$ cat src/rtl/ddr_burst_ctrl_if.sv
// ddr_burst_ctrl_if -- bundles the core-side request/response signals and the
// memory-side request/return signals of ddr_burst_ctrl.
//   slave  : the controller's view (accepts core requests, drives memory).
//   master : the environment's view (core issuing requests + memory model).
// Parameters: ADDR_W word-index width, BEATS 64-bit beats per burst line.
interface ddr_burst_ctrl_if #(
  parameter int ADDR_W = 19,
  parameter int BEATS  = 8
);
  // core side
  logic                    ddr_chip_enable;
  logic [ADDR_W-1:0]       ddr_index;
  logic                    ddr_write_enable;
  logic                    ddr_burst_mode;
  logic [63:0]             ddr_opstore_write_mask;
  logic [63:0]             ddr_opstore_write_data;
  logic [63:0]             ddr_opload_read_data;
  logic [64*BEATS-1:0]     ddr_pc_read_inst;
  logic                    ddr_operation_done;
  logic                    ddr_ready;
  logic                    ddr_error;
  // memory side
  logic                    mem_req_valid;
  logic                    mem_req_ready;
  logic [ADDR_W-1:0]       mem_addr;
  logic                    mem_we;
  logic [63:0]             mem_wmask;
  logic [63:0]             mem_wdata;
  logic                    mem_rvalid;
  logic [63:0]             mem_rdata;

  modport slave (
    input  ddr_chip_enable, ddr_index, ddr_write_enable, ddr_burst_mode,
           ddr_opstore_write_mask, ddr_opstore_write_data,
           mem_req_ready, mem_rvalid, mem_rdata,
    output ddr_opload_read_data, ddr_pc_read_inst, ddr_operation_done,
           ddr_ready, ddr_error,
           mem_req_valid, mem_addr, mem_we, mem_wmask, mem_wdata
  );

  modport master (
    output ddr_chip_enable, ddr_index, ddr_write_enable, ddr_burst_mode,
           ddr_opstore_write_mask, ddr_opstore_write_data,
           mem_req_ready, mem_rvalid, mem_rdata,
    input  ddr_opload_read_data, ddr_pc_read_inst, ddr_operation_done,
           ddr_ready, ddr_error,
           mem_req_valid, mem_addr, mem_we, mem_wmask, mem_wdata
  );
endinterface

$ cat src/rtl/ddr_burst_ctrl.sv
// ddr_burst_ctrl -- single-outstanding DDR request controller.
// Accepts one core request at a time (single read, single write, or an
// 8-beat aligned instruction-line burst read) and sequences it onto a
// valid/ready memory request port with a separate rvalid read return.
// Ports:
//   clock  : sole clock, rising edge.
//   reset  : asynchronous, active-high.
//   bus    : ddr_burst_ctrl_if.slave (core request/response + memory port).
// Parameters: ADDR_W (word index width), BEATS (beats per line),
//   TIMEOUT_CYC (per-beat watchdog limit, only with DDR_TIMEOUT_EN).
// Optional feature: define DDR_TIMEOUT_EN to enable the per-beat watchdog,
// which substitutes 64'hDEAD_BEEF_DEAD_BEEF for a missing beat and sets the
// sticky ddr_error flag. Without it the block waits forever and ddr_error=0.
module ddr_burst_ctrl #(
  parameter int ADDR_W      = 19,
  parameter int BEATS       = 8,
  parameter int TIMEOUT_CYC = 255
) (
  input logic             clock,
  input logic             reset,
  ddr_burst_ctrl_if.slave bus
);

  localparam int          BEAT_W   = $clog2(BEATS);
  localparam logic [63:0] TMO_FILL = 64'hDEAD_BEEF_DEAD_BEEF;

  typedef enum logic [1:0] {IDLE, ISSUE, WAIT, DONE} state_t;

  state_t              state, state_nx;
  logic [ADDR_W-1:0]   req_index;
  logic                req_we;
  logic                req_burst;
  logic [63:0]         req_mask;
  logic [63:0]         req_data;
  logic [BEAT_W-1:0]   beat;
  logic [63:0]         opload_q;
  logic [64*BEATS-1:0] inst_q;

  logic                last_beat;
  logic                write_end;
  logic                beat_fill;
  logic [63:0]         fill_data;
  logic [ADDR_W-1:0]   beat_addr;
  logic                issue_tmo;
  logic                wait_tmo;
  logic                error_flag;

  // A write never bursts, so the burst flag is folded at latch time.
  assign last_beat = !req_burst || (beat == BEAT_W'(BEATS-1));

`ifdef DDR_TIMEOUT_EN
  localparam int TMO_W = $clog2(TIMEOUT_CYC+1);
  logic [TMO_W-1:0] tmo_cnt;
  logic             tmo_hit;
  logic             error_q;

  // Fires in the TIMEOUT_CYC-th cycle spent on the current beat; a real
  // handshake/return in that same cycle takes priority.
  assign tmo_hit   = (state == ISSUE || state == WAIT) &&
                     (tmo_cnt == TMO_W'(TIMEOUT_CYC-1));
  assign issue_tmo = tmo_hit && (state == ISSUE) && !bus.mem_req_ready;
  assign wait_tmo  = tmo_hit && (state == WAIT)  && !bus.mem_rvalid;

  always_ff @(posedge clock or posedge reset) begin
    if (reset)
      tmo_cnt <= '0;
    else if ((state != ISSUE && state != WAIT) || beat_fill || write_end)
      tmo_cnt <= '0;
    else
      tmo_cnt <= tmo_cnt + 1'b1;
  end

  always_ff @(posedge clock or posedge reset) begin
    if (reset)
      error_q <= 1'b0;
    else if (issue_tmo || wait_tmo)
      error_q <= 1'b1;
  end

  assign error_flag = error_q;
`else
  assign issue_tmo  = 1'b0;
  assign wait_tmo   = 1'b0;
  assign error_flag = 1'b0;
`endif

  assign write_end = (state == ISSUE) && req_we && (bus.mem_req_ready || issue_tmo);
  // A read beat completes on a real return in WAIT, or on a watchdog expiry
  // in either WAIT or (never handshaken) ISSUE.
  assign beat_fill = ((state == WAIT) && (bus.mem_rvalid || wait_tmo)) ||
                     ((state == ISSUE) && !req_we && issue_tmo);
  assign fill_data = ((state == WAIT) && bus.mem_rvalid) ? bus.mem_rdata : TMO_FILL;

  // State register
  always_ff @(posedge clock or posedge reset) begin
    if (reset)
      state <= IDLE;
    else
      state <= state_nx;
  end

  // Next-state logic
  always_comb begin
    state_nx = state;
    case (state)
      IDLE:  if (bus.ddr_chip_enable) state_nx = ISSUE;
      ISSUE: begin
        if (write_end)
          state_nx = DONE;
        else if (bus.mem_req_ready)
          state_nx = WAIT;
        else if (beat_fill)
          state_nx = last_beat ? DONE : ISSUE;
      end
      WAIT:  if (beat_fill) state_nx = last_beat ? DONE : ISSUE;
      DONE:  state_nx = IDLE;
      default: state_nx = IDLE;
    endcase
  end

  // Request latch, beat counter and read result registers
  always_ff @(posedge clock or posedge reset) begin
    if (reset) begin
      req_index <= '0;
      req_we    <= 1'b0;
      req_burst <= 1'b0;
      req_mask  <= '0;
      req_data  <= '0;
      beat      <= '0;
      opload_q  <= '0;
      inst_q    <= '0;
    end else begin
      if (state == IDLE && bus.ddr_chip_enable) begin
        req_index <= bus.ddr_index;
        req_we    <= bus.ddr_write_enable;
        req_burst <= bus.ddr_burst_mode && !bus.ddr_write_enable;
        req_mask  <= bus.ddr_opstore_write_mask;
        req_data  <= bus.ddr_opstore_write_data;
        beat      <= '0;
      end
      if (beat_fill) begin
        if (!req_burst)
          opload_q <= fill_data;
        else
          for (int unsigned k = 0; k < BEATS; k++)
            if (beat == BEAT_W'(k)) inst_q[k*64 +: 64] <= fill_data;
        if (!last_beat)
          beat <= beat + 1'b1;
      end
    end
  end

  // Output logic
  always_comb begin
    beat_addr = req_index;
    if (req_burst)
      beat_addr = {req_index[ADDR_W-1:BEAT_W], {BEAT_W{1'b0}}} + ADDR_W'(beat);

    bus.ddr_ready            = (state == IDLE);
    bus.ddr_operation_done   = (state == DONE);
    bus.mem_req_valid        = (state == ISSUE);
    bus.mem_addr             = (state == ISSUE) ? beat_addr : '0;
    bus.mem_we               = (state == ISSUE) && req_we;
    bus.mem_wmask            = (state == ISSUE) ? req_mask : '0;
    bus.mem_wdata            = (state == ISSUE) ? req_data : '0;
    bus.ddr_opload_read_data = opload_q;
    bus.ddr_pc_read_inst     = inst_q;
    bus.ddr_error            = error_flag;
  end

endmodule

$ cat src/flat_wrapper.sv
// flat-port wrapper written by rule: the top's interface ports become plain ports
module ddr_burst_ctrl_flat 
#(
  parameter int ADDR_W      = 19,
  parameter int BEATS       = 8,
  parameter int TIMEOUT_CYC = 255
)
  (clock, reset, bus_ddr_chip_enable, bus_ddr_index, bus_ddr_write_enable, bus_ddr_burst_mode, bus_ddr_opstore_write_mask, bus_ddr_opstore_write_data, bus_mem_req_ready, bus_mem_rvalid, bus_mem_rdata, bus_ddr_opload_read_data, bus_ddr_pc_read_inst, bus_ddr_operation_done, bus_ddr_ready, bus_ddr_error, bus_mem_req_valid, bus_mem_addr, bus_mem_we, bus_mem_wmask, bus_mem_wdata);
  ddr_burst_ctrl_if #(.ADDR_W(ADDR_W), .BEATS(BEATS)) bus_i ();
  input logic clock;
  input logic reset;
  input wire logic [$bits(bus_i.ddr_chip_enable)-1:0] bus_ddr_chip_enable;
  input wire logic [$bits(bus_i.ddr_index)-1:0] bus_ddr_index;
  input wire logic [$bits(bus_i.ddr_write_enable)-1:0] bus_ddr_write_enable;
  input wire logic [$bits(bus_i.ddr_burst_mode)-1:0] bus_ddr_burst_mode;
  input wire logic [$bits(bus_i.ddr_opstore_write_mask)-1:0] bus_ddr_opstore_write_mask;
  input wire logic [$bits(bus_i.ddr_opstore_write_data)-1:0] bus_ddr_opstore_write_data;
  input wire logic [$bits(bus_i.mem_req_ready)-1:0] bus_mem_req_ready;
  input wire logic [$bits(bus_i.mem_rvalid)-1:0] bus_mem_rvalid;
  input wire logic [$bits(bus_i.mem_rdata)-1:0] bus_mem_rdata;
  output wire logic [$bits(bus_i.ddr_opload_read_data)-1:0] bus_ddr_opload_read_data;
  output wire logic [$bits(bus_i.ddr_pc_read_inst)-1:0] bus_ddr_pc_read_inst;
  output wire logic [$bits(bus_i.ddr_operation_done)-1:0] bus_ddr_operation_done;
  output wire logic [$bits(bus_i.ddr_ready)-1:0] bus_ddr_ready;
  output wire logic [$bits(bus_i.ddr_error)-1:0] bus_ddr_error;
  output wire logic [$bits(bus_i.mem_req_valid)-1:0] bus_mem_req_valid;
  output wire logic [$bits(bus_i.mem_addr)-1:0] bus_mem_addr;
  output wire logic [$bits(bus_i.mem_we)-1:0] bus_mem_we;
  output wire logic [$bits(bus_i.mem_wmask)-1:0] bus_mem_wmask;
  output wire logic [$bits(bus_i.mem_wdata)-1:0] bus_mem_wdata;
  assign bus_i.ddr_chip_enable = bus_ddr_chip_enable;
  assign bus_i.ddr_index = bus_ddr_index;
  assign bus_i.ddr_write_enable = bus_ddr_write_enable;
  assign bus_i.ddr_burst_mode = bus_ddr_burst_mode;
  assign bus_i.ddr_opstore_write_mask = bus_ddr_opstore_write_mask;
  assign bus_i.ddr_opstore_write_data = bus_ddr_opstore_write_data;
  assign bus_i.mem_req_ready = bus_mem_req_ready;
  assign bus_i.mem_rvalid = bus_mem_rvalid;
  assign bus_i.mem_rdata = bus_mem_rdata;
  assign bus_ddr_opload_read_data = bus_i.ddr_opload_read_data;
  assign bus_ddr_pc_read_inst = bus_i.ddr_pc_read_inst;
  assign bus_ddr_operation_done = bus_i.ddr_operation_done;
  assign bus_ddr_ready = bus_i.ddr_ready;
  assign bus_ddr_error = bus_i.ddr_error;
  assign bus_mem_req_valid = bus_i.mem_req_valid;
  assign bus_mem_addr = bus_i.mem_addr;
  assign bus_mem_we = bus_i.mem_we;
  assign bus_mem_wmask = bus_i.mem_wmask;
  assign bus_mem_wdata = bus_i.mem_wdata;
  ddr_burst_ctrl #(.ADDR_W(ADDR_W), .BEATS(BEATS), .TIMEOUT_CYC(TIMEOUT_CYC)) u_core (.clock(clock), .reset(reset), .bus(bus_i));
endmodule
$ cat config.mk
export PLATFORM = sky130hd
export DESIGN_NAME = ddr_burst_ctrl_flat
export DESIGN_NICKNAME = d
export VERILOG_FILES = /design/src/rtl/ddr_burst_ctrl_if.sv /design/src/rtl/ddr_burst_ctrl.sv /design/src/flat_wrapper.sv
export SDC_FILE = /design/constraint.sdc
export NUM_CORES = 1
export LEC_CHECK = 0
export BUFFER_PORTS_ARGS = -buffer_cell sky130_fd_sc_hd__buf_2
export CAP_MARGIN = 20
export CORE_AREA = 2 2 373 375
export DETAILED_ROUTE_END_ITERATION = 16
export DIE_AREA = 0 0 375 377
export PLACE_DENSITY = 0.5
export SLEW_MARGIN = 20
export SYNTH_ARGS = -nofsm -noshare
export SYNTH_HDL_FRONTEND = slang
export SYNTH_SLANG_ARGS = --single-unit
$ cat constraint.sdc
create_clock -name clock -period 19.85 [get_ports clock]
set_clock_uncertainty 0.2 [all_clocks]
set_input_delay 0.9925 -clock clock [delete_from_list [all_inputs] [get_ports clock]]
set_output_delay 0.9925 -clock clock [all_outputs]
set_load 0.01 [all_outputs]
Word level (Yosys, flattened, before mapping)
Cells that the tools add are included.

word-level totals
  output and inout port bits = 728
  input bits = 218
  register bits after elaboration = 730
  word-level logic and storage cells = 62

operators by class
  multiplexer cells = 13
  bitwise logic cells = 1
  reductions and logical operators = 19
  eq/ne operators = 11
  $add $sub $neg = 2

operator list
  cell                 count
  $mux 64              2
  $mux 19              2
  $reduce_and 3->1     8
  $add 19x3->19        1
  $eq 3x3->1 const B   4
  $mux 2               5
  $mux 3               3
  $pmux 2 s4           1
  $eq 3x2->1 const B   2
  $logic_and 1x1->1    5
  $eq 2x2->1 const B   2
  $add 3x1->3 const B  1
  $eq 3x1->1 const B   1
  $logic_not 3->1      1
  $eq 2x1->1 const B   1
  $logic_not 1->1      2
  $logic_not 2->1      1
  $ne 2x2->1 const B   1
  $reduce_and 2->1     1
  $logic_or 1x1->1     1
  $not 1->1            1

Longest topological paths before layout
Gate-level depths: netlist (run 1).

  depth in word-level cells = 7
  gate-level depth with buffers = 7
  gate-level depth less buffers = 5

Worst setup path before layout (run 1)
No wires, ideal clock.

  kind = flip-flop to output port
  from = register u_core.state[1]
  to = output port bus_mem_wdata[10]
  cell stages (with the launch flop) = 7
  buffers on the path = 3
  arrival = 1.425 ns
  data required time = 18.657 ns
  setup slack = 17.232 ns
  cells stage by stage = dfrtp_1 -> buf_2 -> nand2b_1 -> inv_1 -> clkbuf_1 -> clkbuf_1 -> and2_1

on the way
  longest elaborated chain between the ends = 2

RTL lines
  element                 line                   RTL
  from (decl)             ddr_burst_ctrl.sv:29   state_t state, state_nx;
  from (signal assigned)  ddr_burst_ctrl.sv:99   state <= state_nx;
  $eq 2x1->1              ddr_burst_ctrl.sv:165  bus.mem_wdata = (state == ISSUE) ? req_data : '0;
  $mux 64                 ddr_burst_ctrl.sv:165
  to (decl)               flat_wrapper.sv:30     output wire logic [$bits(bus_i.mem_wdata)-1:0] bus_mem_wdata;

Every way passes these cells.

Worst setup path after layout (run 1)
  from = register u_core.state[1]
  to = output port bus_mem_wmask[5]

on the way
  longest elaborated chain between the ends = 2

RTL lines
  element     line                   RTL
  $eq 2x1->1  ddr_burst_ctrl.sv:164  bus.mem_wmask = (state == ISSUE) ? req_mask : '0;
  $mux 64     ddr_burst_ctrl.sv:164
  to (decl)   flat_wrapper.sv:29     output wire logic [$bits(bus_i.mem_wmask)-1:0] bus_mem_wmask;

Every way passes these cells.

==> results.md, run 1 <==
- CP Data Required Time: 18.66 ns
- Post-synth top area share: 0.6405
- CTS max path bufs: 3
- First-pass GRT wire length: 144.7 mm
- Cts bufs inserted: 85
- Worst slew margin: 0.3571
- Root Buffer: clkbuf_16
- Register-to-register setup slack: 16.64 ns
- Post-DRT Antenna Nets: 0
- Top_reg_cell synth: dfrtp_1
- Final Wtd Congestion: between 0.7 and 0.8
- Fin. max-slew vios: 0
- Status: completed
- Die height: 377 µm
- Net Sw Frac: 0.3133
- Least-Margin Pin Slew: 0.9643 ns
- Final Worst Setup Slack: ~16 ns
- CP arrival: ~3.1 ns
- Seq pwr share: 0.421
- Clk slew on worst S/H paths: 0.06 ns
- CTS tree: yes
- Sw Pwr: between 1 and 1.5 mW
- DPL Wire Length: 70.00 mm
- Core area: around 140,000 µm²
- Syn avg cell area: 13.85 µm²
- Worst setup EP type: primary output
- PortBufs: about 940
- Pint: 3.201 mW
- Final period util: 0.2184
- Die X-Extent: between 300 and 400 µm
- PnR Total Power: 4.661 mW
- Clk pwr share: 0.340
- Async set-reset flop share out of synthesis: 1.000
- Post-Syn Area: roughly 29,000 µm²
- Tot GR Track Use: 0.1394
- Setup TNS: 0 ns
- # rows: 136
- Post-synth top cells: dfrtp_1 (730), mux2_2 (567), nand2_1 (451)
- Placed cells: ~4,700
- Die ar.: 141,400 µm²
- Crit path kind: reg2out
- Comb pwr share: 0.239
- Final WL: 100.9 mm
- Initial Util: 0.2082
- Achievable Freq: 230.6 MHz
- Synth area leader: dfrtp_1
- # clock sinks: 730
- RSZ-0062 raised after global routing: no
- Power Dens Cells: 123.2 nW/µm²
- Largest net degree at the start of global routing: 168
- CP startpoint kind: flop
- Crit path time final: around 4.3 ns
- Final Non-Filler Cells: 4,869
- Htree depth: 3
- Peak VDD IR: 76.00 µV
- Synthesized Nets: 2,283
- DR pass1 iterations: 4
- HP Class: in2async
- Post-synthesis register bit count: 730
- Synthesis Warnings: 0
- DR iter-0 viols: 830
- Pre-CTS setup slack: 15.68 ns
- # Max-Cap Violations: 0
- Crit path max fanout: 103
- Area contributors post-synth: dfrtp_1 (64%), mux2_2 (22%), nand2_1 (5.9%)
- Nets: between 3,000 and 4,000
- Post-CTS Hold Buffers: 0
- Initial antenna violation count: 27
- GRT overflow: 0
- IO Count: 946
- Number of synthesized flops with an enable pin: 0
- Worst-Skew Late Latency: 0.66 ns
- # DRC: 0
- Count leader, synth: dfrtp_1
- Vias in the first global route: 20,170
- Post-CTS Setup Repair Bufs: 0
- Lkg Pwr: 20.87 nW
- Area Growth Syn to Fin: 32.59%
- Routed via count: a little under 20,000
- Share of layout cells above drive strength 1: 0.5474
- Sequential share of the synthesized area: 0.6405
- WL per Instance: 20.71 µm
- Layout fillers: 14,470
- Resized Gates After CTS: 0
- Cells after Synth: 2,059
- Hold Vio Cnt, Final: 0
- Setup violators final: 0
- Vias per cell: 3.981
- Post-synth cell types: 26
-- flip-flops by register name, summed over array words and instances, names as in the netlist --
signal	cells
u_core.req_we	1
u_core.req_index	19
u_core.req_mask	64
u_core.state	2
u_core.bus.ddr_pc_read_inst	512
u_core.bus.ddr_opload_read_data	64
u_core.beat	3
u_core.req_data	64
u_core.req_burst	1
-- per-layer routing --
metal / share of wire / vias to the layer above / global-route usage
li1: - / 8766 / -
met1: 0.41 / 9788 / 0.1657
met2: 0.49 / 656 / 0.2370
met3: 0.077 / 148 / 0.04572
met4: 0.024 / 24 / 0.04527
met5: 0.0015 / - / 0
-- power groups by stage --
stage	combinational (mW)	clock [mW]	sequential, mW
after floorplan	0.571	0	2.03
after global placement	1.13	0	1.99
after detailed placement	1.14	0	1.99
after CTS	1.14	1.64	1.97
after global routing	1.23	1.70	2.01
final	1.11	1.58	1.96
-- final timing paths --
path | startpoint | to | cells past startpoint
worst max-delay path | u_core.state[1] | bus_mem_wmask[5] | 5
worst min-delay path | reset | u_core.bus.ddr_pc_read_inst[72] | 2
worst max register to register | u_core.req_burst | u_core.bus.ddr_pc_read_inst[349] | 4
worst min register to register | u_core.req_data[53] | u_core.req_data[53] | 2
max in group asynchronous | reset | u_core.bus.ddr_pc_read_inst[363] | 5
min in group clock | u_core.req_data[53] | u_core.req_data[53] | 2
-- critical path, stage by stage, from the launching register on --
cell      delay (ns)
dfrtp_1         0.51
nand2b_1        0.28
clkinv_2        0.43
buf_4           0.76
and2_1          0.23
buf_2           0.14
-- cell usage in the layout, fill, tap and decap left out --
master and count:
and4b_1 1, inv_1 3, nor2_1 5, clkinv_2 14, mux2_2 567, clkinv_4 1
buf_12 4, nand3b_4 1, buf_4 20, conb_1 1, ha_1 6, or3b_4 1
bufinv_16 5, mux2_1 10, nor2b_1 1, nand2_1 451, inv_16 1, and2_1 146
nand2b_1 2, clkbuf_1 22, clkinv_16 2, nand2_4 1, o21ai_0 3, diode_2 6
nor3_4 2, nand3b_1 3, mux2i_1 5, dfrtp_1 730, clkbuf_8 19, clkbuf_16 86
clkinvlp_4 3, nor3b_4 1, nor2_4 2, buf_2 944, inv_6 2, and3_4 4
-- cells by family (layout without fill, tap and decap cells) --
logic type / after synthesis / in the layout / share of synthesized area
adder cells (fa/ha/maj): 6 / 6 / 0.002632
buffers and inverters: 116 / 1126 / 0.02869
AND/OR/NAND/NOR: 621 / 621 / 0.09796
AO/OA/AOI/OAI: 3 / 3 / 0.0005263
other: 1 / 7 / 0.0001315
multiplexers: 582 / 582 / 0.2296
flip-flops: 730 / 730 / 0.6405
-- area by class of cell --
cell class	instances	area, µm²	share of cell area
inverter	5	23.77	0.0006286
timing repair buffer	968	4955	0.1310
multi-input combinational	1213	9479	0.2507
antenna	6	15.01	0.0003970
clock inverter	26	336.6	0.008900
sequential	730	18270	0.4830
clock buffer	127	2496	0.06600
tap	1794	2245	0.05935
-- per-stage QoR --
stage | hold WS [ns] | util | cell area [µm²]
final | 0.1701 | 0.2761 | 37820
after detailed placement | 0.2537 | 0.2553 | 34970
after global placement | 0.2510 | 0.2553 | 34970
after CTS | 0.07973 | 0.2760 | 37800
after global routing | 0.1581 | 0.2760 | 37810
after floorplan | 0.2374 | - | 28520
Note: power is estimated with default switching activity, not from simulation.
==> run 2, diff against run 1 <==
--- a/config.mk
+++ b/config.mk
@@ -5,12 +5,13 @@
 export SDC_FILE = /design/constraint.sdc
 export NUM_CORES = 1
 export LEC_CHECK = 0
+export ABC_AREA = 1
 export BUFFER_PORTS_ARGS = -buffer_cell sky130_fd_sc_hd__buf_2
 export CAP_MARGIN = 20
-export CORE_AREA = 2 2 373 375
+export CORE_AREA = 2 2 365 367
 export DETAILED_ROUTE_END_ITERATION = 16
-export DIE_AREA = 0 0 375 377
-export PLACE_DENSITY = 0.5
+export DIE_AREA = 0 0 367 369
+export PLACE_DENSITY = 0.55
 export SLEW_MARGIN = 20
 export SYNTH_ARGS = -nofsm -noshare
 export SYNTH_HDL_FRONTEND = slang
==> constraint.sdc (replaced) <==
create_clock -name clock -period 3.61 [get_ports clock]
set_clock_uncertainty 0.2 [all_clocks]
set_input_delay 0.1805 -clock clock [delete_from_list [all_inputs] [get_ports clock]]
set_output_delay 0.1805 -clock clock [all_outputs]
set_load 0.01 [all_outputs]
==> run 2 against run 1 <==
Register-to-register slack worse by 16 ns. Die area down 4.2%. Hold slack worse by 0.11 ns. Clock power rose to 5.7 times the previous value.
==> results.md, run 2 <==
- Crit path max fanout: 57
- DR pass1 iterations: 7
- Resized Gates After CTS: 0
- Top delay family on crit path: buffers and inverters
- # rows: 133
- Post-synthesis register bit count: 730
- Crit path kind: reg2out
- PnR Total Power: 29.31 mW
- Setup violators final: 0
- Core area: 131,100 µm²
- Post-Syn Area: around 33,000 µm²
- Post-CTS Setup Repair Bufs: 0
- Comb pwr share: 0.321
- Async set-reset flop share out of synthesis: 1.000
- Seq pwr share: 0.373
- # Max-Cap Violations: 0
- Net Sw Frac: 0.3783
- CP startpoint kind: flop
- Die ar.: roughly 140,000 µm²
- Final Wtd Congestion: 0.9607
- Hold Vio Cnt, Final: 0
- Crit path cell chain: inv_2, nor2_2, inv_4, buf_4, nor2_1, buf_2
- Synthesis Warnings: 0
- Sw Pwr: 11.09 mW
- Crit path time final: 3.114 ns
- Worst stage delay on the critical path: about 0.53 ns
- RSZ-0062 raised after global routing: no
- Lkg Pwr: 22.65 nW
- Die X-Extent: 367 µm
- Sequential share of the synthesized area: 0.5599
- Placed cells: 6,273
- Post-synth top cells: nand2_1 (932), dfrtp_1 (730), inv_1 (546)
- WL per Instance: ~22 µm
- Most frequent cells in the layout: buf_2 (944), nand2_1 (931), dfrtp_1 (729)
- Highest-delay cell along the critical path: inv_4
- Area contributors post-synth: dfrtp_1 (56%), nand2_1 (11%), o21bai_1 (8.8%)
- Post-synth cell types: 22
- CP arrival: 2.73 ns
- Vias per cell: roughly 4.6
- IO Count: 946
- Post-synth top area share: 0.5599
- Routed via count: 31,130
- CP Data Required Time: between 3 and 4 ns
- Cts bufs inserted: slightly below 90
- CP Buf/Inv Count: 4
- Initial Util: 0.2488
- Final Non-Filler Cells: 6,744
- Least-Margin Pin Slew: ~0.89 ns
- HP Class: in2reg
- CTS max path bufs: 3
- Worst setup EP type: primary output
- Root Buffer: clkbuf_16
- Largest net degree at the start of global routing: ~140
- Die height: 369 µm
- Number of synthesized flops with an enable pin: 0
- Post-DRT Antenna Nets: 0
- Tot GR Track Use: 0.2118
- Top_reg_cell synth: dfrtp_1
- Cells after Synth: ~3,800
- Area Growth Syn to Fin: 38.21%
- Final WL: between 100 and 150 mm
- DPL Wire Length: between 90 and 100 mm
- Most common cell after layout, fill and taps aside: buf_2
- Post-CTS Hold Buffers: 314
- DR iter-0 viols: 2,918
- Power Dens Cells: between 600 and 700 nW/µm²
- # clock sinks: between 700 and 800
- CTS tree: yes
- Status: completed
- Fin. max-slew vios: 0
- GRT overflow: 0
- # DRC: 0
- Worst slew margin: 0.4065
- Vias in the first global route: 30,170
- First-pass GRT wire length: 214.1 mm
- Nets: 5,145
- Synthesized Nets: 4,068
- Pint: around 18 mW
- Share of layout cells above drive strength 1: 0.2343
- Initial antenna violation count: 8
- Synth area leader: dfrtp_1
- Achievable Freq: 321.1 MHz
- Final period util: 0.8626
- Peak VDD IR: 513.6 µV
- Count leader, synth: nand2_1
- Hold Slack: between 0.05 and 0.06 ns
- Max FFs per register: between 500 and 600
- Clk slew on worst S/H paths: 0.06 ns
- Worst-Skew Late Latency: 0.72 ns
- Syn avg cell area: approximately 8.5 µm²
- Clk pwr share: 0.306
- Htree depth: 3
- PortBufs: 944
run 2: layer usage:
metal	track usage	up-vias	wire (µm)
li1	-	14070	-
met1	0.2826	15170	62790
met2	0.3215	1523	66110
met3	0.05434	357	12810
met4	0.09623	0	6713
met5	0	-	0
run 2: final cells by class:
type                    count  area, µm²
fillers                 13590      86040
multi-input cells        2222      10900
well taps                1755       2196
clock inverters            22      326.6
inverters                 548       2083
repair buffers           1332       8773
clock buffers             131       2532
flip-flops and latches    730      18270
diodes                      4      10.01
run 2: power groups by stage:
stage	combinational, mW	sequential (mW)	clock [mW]
floorplan	4.39	11.4	0
global placement	8.92	11.0	0
detailed placement	8.99	11.0	0
CTS	9.34	10.9	9.18
finish	9.42	10.9	8.97
global route	10.2	11.1	9.49
run 2: logic make-up after synthesis:
family          share of synthesized area
other cells                     0.0001149
fa+ha+maj                        0.002301
flops                              0.5599
buf+inv                            0.1088
simple gates                       0.2062
compound gates                     0.1226
run 2: final timing paths:
path	start	end	slack (ns)	cells after the start
hold / removal	bus_ddr_opstore_write_mask[13]	u_core.req_mask[13]	0.06	4
max in group asynchronous	reset	u_core.bus.ddr_opload_read_data[35]	2.10	4
min in group asynchronous	reset	u_core.bus.ddr_pc_read_inst[60]	0.23	4
setup / recovery	u_core.state[0]	bus_mem_wdata[42]	0.50	6
setup reg to reg	u_core.state[1]	u_core.req_burst	0.73	7
hold reg to reg	u_core.bus.ddr_pc_read_inst[452]	u_core.bus.ddr_pc_read_inst[452]	0.26	2
run 2: worst reg2reg max path, delay by kind of cell (launching register included):
kind / cells / cell delay (ns)
compound gates: 1 / 0.07
buf+inv: 3 / 1.50
flops: 1 / 0.49
simple gates: 3 / 0.57
run 2: through the flow:
step                TNS [ns]    util  instance area (µm²)  setup slack [ns]
floorplan           -4943.64       -                32630            -6.772
global placement           0  0.2980                39080            0.9962
detailed placement         0  0.2980                39080            0.9471
CTS                        0  0.3438                45080            0.4368
global route               0  0.3438                45090            0.3456
finish                     0  0.3439                45090            0.4961
==> run 3, diff against run 2 <==
--- a/config.mk
+++ b/config.mk
@@ -11,7 +11,9 @@
 export CORE_AREA = 2 2 365 367
 export DETAILED_ROUTE_END_ITERATION = 16
 export DIE_AREA = 0 0 367 369
+export MAX_ROUTING_LAYER = met4
 export PLACE_DENSITY = 0.55
+export SETUP_SLACK_MARGIN = 0.5
 export SLEW_MARGIN = 20
 export SYNTH_ARGS = -nofsm -noshare
 export SYNTH_HDL_FRONTEND = slang
==> run 3 against run 2 <==
Sequential power is essentially flat. Hold slack lost 0.0034 ns. Largest power group unchanged. Routed wire length shrank 0.59%. Critical endpoint is now bus_mem_wmask[49]. Via count shrank 1.8%. Core utilization shrank 0.095 points. Cell count shrank 0.34%. Combinational power shrank 0.7%. First-iteration DRC count shrank 9.4%. Non-clock buffer count shrank 31.
==> results.md, run 3 (synthesized netlist as in run 2, its figures left out) <==
- Status: completed
- IO Count: around 950
- Final Wtd Congestion: 0.9733
- Vias in the first global route: between 20,000 and 30,000
- DPL Wire Length: 99.40 mm
- Least-Margin Pin Slew: slightly above 1 ns
- Largest net degree at the start of global routing: 138
- Tot GR Track Use: 0.2174
- Final WL: 147.6 mm
- Initial antenna violation count: 7
- HP Class: in2reg
- # clock sinks: 730
- Register-to-register setup slack: approximately 0.97 ns
- CP Data Required Time: approximately 3.2 ns
- Root Buffer: clkbuf_16
- Most frequent cells in the layout: buf_2 (944), nand2_1 (931), dfrtp_1 (729)
- Achievable Freq: 344.0 MHz
- Cts bufs inserted: 88
- Clk slew on worst S/H paths: approximately 0.060 ns
- DR pass1 iterations: 5
- CTS max path bufs: 3
- Die height: ~370 µm
- Most common cell after layout, fill and taps aside: buf_2
- Initial Util: 0.2488
- Die X-Extent: ~370 µm
- Area taken by multi-input logic gates: 10,900 µm²
- Seq. cell area: 18,270 µm²
- Final period util: 0.8052
- Hold Vio Cnt, Final: 0
- WL per Instance: approximately 22 µm
- Top delay family on crit path: buffers and inverters
- Nets: 5,115
- Core area: about 130,000 µm²
- # rows: 133
- Layout fillers: 13,800
- First-pass GRT wire length: 212.6 mm
- Worst slew margin: 0.3143
- Crit path time final: around 2.9 ns
- Post-DRT Antenna Nets: 0
- Worst stage delay on the critical path: 0.55 ns
- CP arrival: ~2.5 ns
- Max FFs per register: 512
- DR iter-0 viols: 2,644
- Die ar.: around 140,000 µm²
- Fin. max-slew vios: 0
- Worst setup EP type: primary output
- CTS tree: yes
- Area Growth Syn to Fin: 37.83%
- # Max-Cap Violations: 0
- CP Buf/Inv Count: 3
- PnR Total Power: slightly below 30 mW
- CP startpoint kind: flop
- Setup violators final: 0
- Crit path max fanout: about 50
- Power Dens Cells: 656.0 nW/µm²
- Htree depth: 3
- Highest-delay cell along the critical path: dfrtp_1
- PortBufs: between 900 and 1,000
- # DRC: 0
- Hold Slack: 0.05504 ns
- Final Non-Filler Cells: 6,721
- GRT overflow: 0
- Peak VDD IR: 691.8 µV
- Routed via count: 30,560
- Placed cells: 6,272
- RSZ-0062 raised after global routing: no
- Worst-Skew Late Latency: 0.70 ns
- Share of layout cells above drive strength 1: 0.2379
- Crit path kind: reg2out
- Vias per cell: approximately 4.5
- Lkg Pwr: roughly 23 nW
- Crit path cell chain: nor2_2, inv_6, buf_4, nor2_1, buf_2
## run 3: cell count changes in the layout (fill, tap and decap cells not counted), sizes merged
cell         delta
dlygate4sd3    -30
clkinv          +5
clkbuf          -4
clkinvlp        +3
bufinv          +2
diode           +2
buf             -1
## run 3: power breakdown
| part | switching (mW) | internal (mW) |
|---|---|---|
| Clock | 3.88 | 5.40 |
| Combinational | 6.36 | 2.99 |
| Sequential | 0.828 | 10.0 |
| Total | 11.1 | 18.4 |
## run 3: final cells by class
| type | count | share of cell area |
|---|---|---|
| Inverter | 548 | 0.04639 |
| Multi-Input combinational cell | 2222 | 0.2424 |
| Timing Repair Buffer | 1301 | 0.1892 |
| Tap cell | 1755 | 0.04883 |
| Clock buffer | 127 | 0.05690 |
| Clock inverter | 32 | 0.009656 |
| Antenna cell | 6 | 0.0003339 |
| Sequential cell | 730 | 0.4063 |
## run 3: timing repair
| item | in CTS | in global routing |
|---|---|---|
| resized for setup | 0 | 2 |
| setup endpoints to repair | 0 | 14 |
| setup buffers | 0 | 0 |
| endpoints found under the hold margin | 760 | 0 |
| hold buffers | 284 | 0 |
## run 3: tightest hold or removal path: cells and delay by family
| family | cells | cell delay (ns) |
|---|---|---|
| AND/OR/NAND/NOR | 1 | 0.04 |
| AO/OA/AOI/OAI | 1 | 0.07 |
| buffers and inverters | 2 | 0.62 |
## run 3: final timing paths
| check | end | from | depth (start not counted) |
|---|---|---|---|
| worst max register to register | u_core.bus.ddr_pc_read_inst[215] | u_core.state[1] | 6 |
| worst max-delay path | bus_mem_wmask[49] | u_core.state[1] | 5 |
| min in group asynchronous | u_core.bus.ddr_opload_read_data[57] | reset | 3 |
| max in group asynchronous | u_core.bus.ddr_pc_read_inst[1] | reset | 5 |
| worst min-delay path | u_core.req_mask[26] | bus_ddr_opstore_write_mask[26] | 4 |
| worst min register to register | u_core.bus.ddr_pc_read_inst[234] | u_core.bus.ddr_pc_read_inst[234] | 2 |
## run 3: metal layers
metal  vias to the layer above  GRT usage  part of all wire
li1                      14040          -                 -
met1                     14940     0.2862              0.43
met2                      1328     0.3195              0.45
met3                       251    0.04897             0.083
met4                         0    0.09489             0.043
met5                         -          -                 0
## run 3: per-stage QoR
step                      area, µm²  worst slack [ns]  utilization  setup TNS (ns)
after floorplan               32630            -6.772            -        -4943.64
after global placement        39110             1.086       0.2982               0
after detailed placement      39110             1.022       0.2982               0
after CTS                     44940            0.5449       0.3427               0
after global routing          44960            0.5746       0.3429               0
final                         44970            0.7033       0.3429               0
